[config.mk]
export PLATFORM = sky130hd
export DESIGN_NAME = peripheral_apb4_arbiter
export DESIGN_NICKNAME = d
export VERILOG_FILES = /design/src/rtl/peripheral_apb4_arbiter.sv
export SDC_FILE = /design/constraint.sdc
export NUM_CORES = 1
export LEC_CHECK = 0
export ABC_AREA = 1
export ABC_CLOCK_PERIOD_IN_PS = 1260
export CAP_MARGIN = 20
export CORE_MARGIN = 8
export CORE_UTILIZATION = 40
export DETAILED_ROUTE_END_ITERATION = 16
export PLACE_DENSITY_LB_ADDON = 0.2
export REMOVE_ABC_BUFFERS = 1
export SKIP_CTS_REPAIR_TIMING = 1
export SLEW_MARGIN = 20
export SYNTH_ARGS = -nofsm -noshare
export SYNTH_HDL_FRONTEND = slang
export SYNTH_SLANG_ARGS = --single-unit
export TNS_END_PERCENT = 50
[constraint.sdc]
create_clock -name PCLK -period 1.26 [get_ports PCLK]
set_input_delay 0.378 -clock PCLK [delete_from_list [all_inputs] [get_ports PCLK]]
set_output_delay 0.378 -clock PCLK [all_outputs]
set_load 0.01 [all_outputs]
[src/rtl/peripheral_apb4_arbiter.sv]
// rtl/peripheral_apb4_arbiter.sv - round-robin N-requester APB4 master arbiter/sequencer
//
// Ports:
//   PCLK, PRESET          clock, synchronous active-high reset
//   req/req_write         per-requester request (held until done) and direction
//   req_addr/req_wdata    packed per-requester address/write data (slot i at [i*W +: W])
//   done                  one-hot, one-cycle completion pulse to the granted requester
//   rsp_rdata/rsp_err     read data / error of the last completed transfer
//   PADDR..PWDATA         APB4 master outputs (all registered)
//   PRDATA/PREADY/PSLVERR APB4 slave responses
//
// Optional: define PERIPHERAL_APB4_ARBITER_TIMEOUT_EN to force an error completion
// after TIMEOUT wait-stated ACCESS cycles; otherwise ACCESS waits for PREADY forever.

module peripheral_apb4_arbiter #(
  parameter int NREQ    = 2,
  parameter int AW      = 32,
  parameter int DW      = 32,
  parameter int TIMEOUT = 16
) (
  input  logic               PCLK,
  input  logic               PRESET,
  input  logic [NREQ-1:0]    req,
  input  logic [NREQ-1:0]    req_write,
  input  logic [NREQ*AW-1:0] req_addr,
  input  logic [NREQ*DW-1:0] req_wdata,
  output logic [NREQ-1:0]    done,
  output logic [DW-1:0]      rsp_rdata,
  output logic               rsp_err,
  output logic [AW-1:0]      PADDR,
  output logic               PWRITE,
  output logic               PSEL,
  output logic               PENABLE,
  output logic [DW-1:0]      PWDATA,
  input  logic [DW-1:0]      PRDATA,
  input  logic               PREADY,
  input  logic               PSLVERR
);

  localparam int GW = (NREQ > 1) ? $clog2(NREQ) : 1;

  typedef enum logic [1:0] {
    IDLE,
    SETUP,
    ACCESS
  } state_e;

  state_e          state_q, state_d;
  logic [GW-1:0]   grant_q, grant_d;
  logic [GW-1:0]   rr_q, rr_d;
  logic [AW-1:0]   paddr_q, paddr_d;
  logic            pwrite_q, pwrite_d;
  logic [DW-1:0]   pwdata_q, pwdata_d;
  logic            psel_q, psel_d;
  logic            penable_q, penable_d;
  logic [NREQ-1:0] done_q, done_d;
  logic [DW-1:0]   rdata_q, rdata_d;
  logic            err_q, err_d;

`ifdef PERIPHERAL_APB4_ARBITER_TIMEOUT_EN
  localparam int CW = $clog2(TIMEOUT + 1);
  logic [CW-1:0]   cnt_q, cnt_d;
`else
  logic            unused_timeout;
  assign unused_timeout = (TIMEOUT > 0);
`endif

  // Unpacked views of the packed requester buses, indexed by the grant.
  logic [AW-1:0]   addr_arr  [NREQ];
  logic [DW-1:0]   wdata_arr [NREQ];

  always_comb begin
    for (int i = 0; i < NREQ; i++) begin
      addr_arr[i]  = req_addr[i*AW +: AW];
      wdata_arr[i] = req_wdata[i*DW +: DW];
    end
  end

  // Round-robin pick. A requester in its own done cycle is masked so it
  // cannot be re-granted before it has had a chance to drop req.
  logic [NREQ-1:0] eligible;
  logic [NREQ-1:0] rot;
  logic            found;
  logic [GW-1:0]   pick;
  int              idx_v;

  assign eligible = req & ~done_q;

  always_comb begin
    rot   = NREQ'({eligible, eligible} >> rr_q);
    found = 1'b0;
    pick  = '0;
    idx_v = 0;
    for (int k = 0; k < NREQ; k++) begin
      if (!found && rot[k]) begin
        found = 1'b1;
        idx_v = int'(rr_q) + k;
        if (idx_v >= NREQ) begin
          idx_v = idx_v - NREQ;
        end
        pick  = GW'(idx_v);
      end
    end
  end

  logic fin;
  logic fin_err;
  int   nxt_v;

  always_comb begin
    state_d   = state_q;
    grant_d   = grant_q;
    rr_d      = rr_q;
    paddr_d   = paddr_q;
    pwrite_d  = pwrite_q;
    pwdata_d  = pwdata_q;
    psel_d    = psel_q;
    penable_d = penable_q;
    done_d    = '0;
    rdata_d   = rdata_q;
    err_d     = err_q;
    fin       = 1'b0;
    fin_err   = 1'b0;
    nxt_v     = 0;
`ifdef PERIPHERAL_APB4_ARBITER_TIMEOUT_EN
    cnt_d     = cnt_q;
`endif

    case (state_q)
      IDLE: begin
        psel_d    = 1'b0;
        penable_d = 1'b0;
        if (found) begin
          grant_d  = pick;
          paddr_d  = addr_arr[pick];
          pwrite_d = req_write[pick];
          pwdata_d = wdata_arr[pick];
          psel_d   = 1'b1;
          state_d  = SETUP;
        end
      end

      SETUP: begin
        penable_d = 1'b1;
        state_d   = ACCESS;
`ifdef PERIPHERAL_APB4_ARBITER_TIMEOUT_EN
        cnt_d     = '0;
`endif
      end

      ACCESS: begin
        if (PREADY) begin
          fin     = 1'b1;
          fin_err = PSLVERR;
          if (!pwrite_q) begin
            rdata_d = PRDATA;
          end
        end
`ifdef PERIPHERAL_APB4_ARBITER_TIMEOUT_EN
        // The cycle whose increment would reach TIMEOUT is the last one
        // allowed, so the error completion lands after TIMEOUT wait cycles.
        else if (cnt_q == CW'(TIMEOUT - 1)) begin
          fin     = 1'b1;
          fin_err = 1'b1;
        end else begin
          cnt_d = cnt_q + 1'b1;
        end
`endif
        if (fin) begin
          psel_d    = 1'b0;
          penable_d = 1'b0;
          done_d    = NREQ'(1) << grant_q;
          err_d     = fin_err;
          nxt_v     = int'(grant_q) + 1;
          if (nxt_v >= NREQ) begin
            nxt_v = 0;
          end
          rr_d      = GW'(nxt_v);
          state_d   = IDLE;
        end
      end

      default: begin
        state_d = IDLE;
      end
    endcase
  end

  always_ff @(posedge PCLK) begin
    if (PRESET) begin
      state_q   <= IDLE;
      grant_q   <= '0;
      rr_q      <= '0;
      paddr_q   <= '0;
      pwrite_q  <= 1'b0;
      pwdata_q  <= '0;
      psel_q    <= 1'b0;
      penable_q <= 1'b0;
      done_q    <= '0;
      rdata_q   <= '0;
      err_q     <= 1'b0;
`ifdef PERIPHERAL_APB4_ARBITER_TIMEOUT_EN
      cnt_q     <= '0;
`endif
    end else begin
      state_q   <= state_d;
      grant_q   <= grant_d;
      rr_q      <= rr_d;
      paddr_q   <= paddr_d;
      pwrite_q  <= pwrite_d;
      pwdata_q  <= pwdata_d;
      psel_q    <= psel_d;
      penable_q <= penable_d;
      done_q    <= done_d;
      rdata_q   <= rdata_d;
      err_q     <= err_d;
`ifdef PERIPHERAL_APB4_ARBITER_TIMEOUT_EN
      cnt_q     <= cnt_d;
`endif
    end
  end

  assign PADDR     = paddr_q;
  assign PWRITE    = pwrite_q;
  assign PWDATA    = pwdata_q;
  assign PSEL      = psel_q;
  assign PENABLE   = penable_q;
  assign done      = done_q;
  assign rsp_rdata = rdata_q;
  assign rsp_err   = err_q;

endmodule
* After elaboration in Yosys (flattened, before gate mapping)
Index checks and enable logic that the tools add are counted.
** Storage, ports and cells
- Output and inout port bits :: 102
- Flip-flop bits (word level) :: 106
** Cells by class
- Mux-type cells :: 25
- Reductions and logical operators :: 12
- Shift operators :: 2
- Equal/unequal tests :: 4
- Bitwise logic cells :: 6
- $add $sub $neg :: 4
- $lt $le $gt $ge :: 5
** Operators by type and width (count)
- 2-to-1 mux 32 bit :: 6
- 2-to-1 mux 1 bit :: 14
- AND reduction 2 bit :: 5
- >= comparator 2 bit, second input constant :: 3
- case mux 2 bit (3 select lines) :: 1
- adder 1 x 1 -> 2 bit, second input constant :: 2
- 2-to-1 mux 2 bit :: 2
- inequality test 2 bit, second input constant :: 2
- right shift 4 x 1 -> 2 bit :: 1
- NOT 1 bit :: 3
- case mux 1 bit (3 select lines) :: 1
- AND reduction 3 bit :: 1
- nonzero test 3 bit :: 1
- OR reduction 3 bit :: 1
- AND 2 bit :: 1
- equality test 2 x 1 -> 1 bit, second input constant :: 1
- equality test 2 bit, second input constant :: 1
- >= comparator 1 x 2 -> 1 bit, second input constant :: 1
- logical NOT 2 bit :: 1
- < comparator 1 x 2 -> 1 bit, second input constant :: 1
- NOT 1 -> 2 bit :: 1
- NOT 2 bit :: 1
- case mux 1 bit (2 select lines) :: 1
- nonzero test 2 bit :: 1
- other kinds (4) :: 5

* Longest topological paths before layout
- Depth after elaboration :: 11
- Gate-level depth with buffers :: 9

* Worst setup path after synthesis
No wires, ideal clock.
- Path kind :: register -> register
- From :: register done_q[0] (netlist: done[0])
- To :: register paddr_q[21] (netlist: PADDR[21])
- Clock period less this slack :: 1.229 ns
- Data arrival time :: 1.117 ns
- Buffers on the path :: 2
- Setup slack :: 0.031 ns
- Library setup time :: 0.112 ns
- Stages on the path, launching flop included :: 10
- Path through :: dfxtp_1 -> inv_2 -> nand2_1 -> nand2_1 -> nand2_1 -> buf_2 -> buf_6 -> nand2_1 -> nand2_1 -> nor2_1
** Between the ends
- Word-level cells in the longest chain between the ends :: 11
- Elaborated cells on any way between the ends :: 14
- Classes of those cells :: 1 x shift; 7 x mux; 3 x bitwise; 3 x reduce/logical
** RTL lines
- from (decl) :: RTL line 56 : logic [NREQ-1:0] done_q, done_d;
- from (signal assigned) :: RTL line 214 : done_q <= done_d;
- NOT 2 bit (*) :: RTL line 87 : assign eligible = req & ~done_q;
- AND 2 bit (*) :: RTL line 87
- right shift 4 x 1 -> 2 bit (*) :: RTL line 90 : rot = NREQ'({eligible, eligible} >> rr_q);
- 2-to-1 mux 1 bit :: RTL line 95 : if (!found && rot[k]) begin
- logical NOT 1 bit :: RTL line 95
- logical AND 1 bit :: RTL line 95
- 2-to-1 mux 1 bit :: RTL line 95
- NOT 1 -> 2 bit (not written as such) :: RTL line 135 : paddr_d = addr_arr[pick];
- 2-to-1 mux 32 bit (not written as such) (3 in series) :: RTL line 135
- to (signal assigned) :: RTL line 209 : paddr_q <= paddr_d;
- to (decl) :: RTL line 51 : logic [AW-1:0] paddr_q, paddr_d;
Every way passes the cells marked *; elsewhere a longest branch is shown, timed or not. The select of a mux whose other input is x is not followed.
A chain may end at the register's enable or synchronous reset.

* Worst setup path after layout
- From :: input req[1]
- To :: register paddr_q[20] (netlist: PADDR[20])
** Between the ends
- Word-level cells in the longest chain between the ends :: 10
- Elaborated cells on any way between the ends :: 13
- Classes of those cells :: 1 x shift; 7 x mux; 2 x bitwise; 3 x reduce/logical
** RTL lines
- from (decl) :: RTL line 23 : input logic [NREQ-1:0] req,
- AND 2 bit (*) :: RTL line 87
- right shift 4 x 1 -> 2 bit (*) :: RTL line 90
- 2-to-1 mux 1 bit :: RTL line 95
- logical NOT 1 bit :: RTL line 95
- logical AND 1 bit :: RTL line 95
- 2-to-1 mux 1 bit :: RTL line 95
- NOT 1 -> 2 bit (not written as such) :: RTL line 135
- 2-to-1 mux 32 bit (not written as such) (3 in series) :: RTL line 135
Marks and branches as above.

==> out/qor.yml <==
synthesis:
  synth_seq_cells: 106
  yosysWarnings: 0
  synthMuxAreaShare: 0
  avgSynthCellArea_um2: 6.43
  synth_top_family_by_area: "simple AND/OR/NAND/NOR gates"
  synthAdderAreaFrac: 0
  synth-xor-area-share: 0
  ys_types: 19
  syn_area_um2: 5300
  postSynthCellCount: 824
  synth_compound_area_frac: 0.129
  yosysSeqAreaShare: 0.401
  synth_simple_gate_area_share: 0.360
drt:
  vias: 5659
  routed_via_density: 4.53
  drc: 0
  routed_wl_um: 17600
  drt_first_pass_iters: 4
  drtIter0Drc: 203
  ant_nets: 0
  detail_route.wl_per_cell_um: 14.1
placed_design:
  hpwl_um: 12900
  port_buffers: 269
  dp_slack_ps: -529
  place.gp.congestion: 0.793
die:
  dieArea_um2: 17200
  rows: 42
  die_w_um: 131
  start_util: 0.405
  pin_count: 270
  die-height_um: 131
  coreArea_um2: 13100
cells_and_area:
  final_cell_mix: "nand2_1 (206), nor2_1 (198), clkdlybuf4s50_1 (165)"
  fillerInstances: 1233
  area_delta_synth_final_pct: 56.6
  fin_nets: 1237
  antennaDiodeCount: 0
  final_common_cell: "nand2_1"
  drive_gt1_frac: 0.124
  final_core_util: 0.634
sta:
  setup_violations: 66
  final_max_slew_viol_count: 0
  fmax_mhz: 709
  relSlewSlack: 0.832
  fin_crit_sh: 1.12
  worst_pin_slew_ps: 252
  whs_ps: 383
  rsz0062_at_grt: "yes"
  min_period_ps: 1410
  fin_skew_ps: 6.99
  worst_slack_ps: -150
  hold_violations: 0
setup_path:
  r2r_slack_ps: -10
  reg2reg_to: "PADDR[31]"
  critical_path_class: "input port to flop"
  rr_worst_depth: 7
  cp-end-kind: "flop"
  cp_data_required_time_ps: 1550
  reg2reg_from: "done[1]"
  critPathLaunchType: "input port"
  path_max_fanout: 64
  cp.arrival_ps: 1700
pwr:
  powerDensity_nw_per_um2: 1130
  vdd_drop_max_uv: 769
  power.leakage_nw: 4.27
global_routing:
  grt_pass1_vias: 5200
  grt_max_degree: 65
  antenna_found_initial: 0
  grt-ovfl-total: 0
  grt.total_usage: 0.199
  grt_pass1_wl_um: 26700
min_path:
  worstHoldStart: "PREADY"
  min_path_cells: 4
  holdPathEnd: "state_q[1]"
  hp-class: "input port to flop"
clock_tree:
  clock-sinks: 106
  cts_tree: "built"
  htreeDepth: 3
  cts_buffers: 9
  cts_max_path_buffers: 2
  clk_latency_ps: 350
  path_clk_slew_ps: 70
  cts-root-buf: "clkbuf_16"
run_status:
  status: "complete, but fails checks"
  violations: "setup timing"
flow_run:
  drv_cap: 0
## state kept, by name, summed over array words and instances, names as in the netlist
signal / count
PADDR: 32
PENABLE: 1
rr_q: 1
state_q: 2
PWRITE: 1
PSEL: 1
PWDATA: 32
rsp_rdata: 32
rsp_err: 1
grant_q: 1
done: 2
## worst max-delay path, stage by stage
cell and delay (ps):
clkdlybuf4s50_1 470, nand2_2 90, clkinv_2 110, buf_12 250, nand3_1 160, nand2_1 90
nor2_1 40, nor2_1 80
## worst max-delay path by stage
stage | startpoint | to | slack, ps
3_3_place_gp | req[0] | PADDR[4] | -510
4_1_cts | PADDR[23] | PADDR[23] | -430
3_5_place_dp | req[0] | PADDR[4] | -530
5_1_grt | req[1] | PWDATA[10] | -250
2_1_floorplan | done[0] | PADDR[0] | -1000
6_report | req[1] | PADDR[20] | -150
## where the power goes
part           leakage, nW  total, mW  switching, mW  internal, mW
registers            0.876       3.84          0.160          3.68
logic                 3.26       2.70           1.37          1.33
clock network        0.136       2.80           1.26          1.54
## synthesized netlist by cell type
| cell type | count | area share |
|---|---|---|
| nor2_2 | 2 | 0.0024 |
| nand2_2 | 2 | 0.0024 |
| nor2_1 | 199 | 0.14 |
| inv_1 | 71 | 0.050 |
| buf_4 | 10 | 0.014 |
| or2_2 | 1 | 0.0012 |
| a21boi_1 | 19 | 0.027 |
| buf_6 | 1 | 0.0021 |
| a21boi_0 | 46 | 0.065 |
| clkbuf_1 | 19 | 0.013 |
| nand2_1 | 207 | 0.15 |
| buf_2 | 29 | 0.027 |
| o21ai_0 | 33 | 0.031 |
| nand3_2 | 1 | 0.0019 |
| a21oi_2 | 1 | 0.0017 |
| a21oi_1 | 4 | 0.0038 |
| inv_2 | 5 | 0.0035 |
| nand3_1 | 68 | 0.064 |
| dfxtp_1 | 106 | 0.40 |
## per-layer routing
| layer | track usage | up-vias | wire length [um] |
|---|---|---|---|
| met5 | 0 | - | 0 |
| met3 | 0.0829 | 13 | 1950 |
| met4 | 0.0601 | 0 | 214 |
| met1 | 0.225 | 2430 | 7270 |
| met2 | 0.334 | 186 | 8190 |
| li1 | - | 3030 | - |
## stage by stage
stage	area, um2	instances	TNS (ps)	total power [mW]
5_1_grt	8300	1250	-12140	9.91
3_5_place_dp	8260	1234	-48820	6.86
3_3_place_gp	8260	1234	-46460	6.82
6_report	8300	1250	-7060	9.34
2_1_floorplan	4990	765	-97270	5.24
4_1_cts	8540	1250	-48420	9.67
## cells by family after synthesis
family          Yosys count
compound gates          103
buf+inv                 135
flops                   106
simple gates            480
## final cells by class
type / instances / area, um2 / share of cell area
clock buffer: 11 / 233 / 0.0281
clock inverter: 5 / 55.1 / 0.00664
inverter: 76 / 292 / 0.0351
multi-input combinational: 583 / 2620 / 0.315
sequential: 106 / 2130 / 0.257
tap: 176 / 220 / 0.0265
timing repair buffer: 293 / 2750 / 0.331
(Power assumes the default switching activity.)
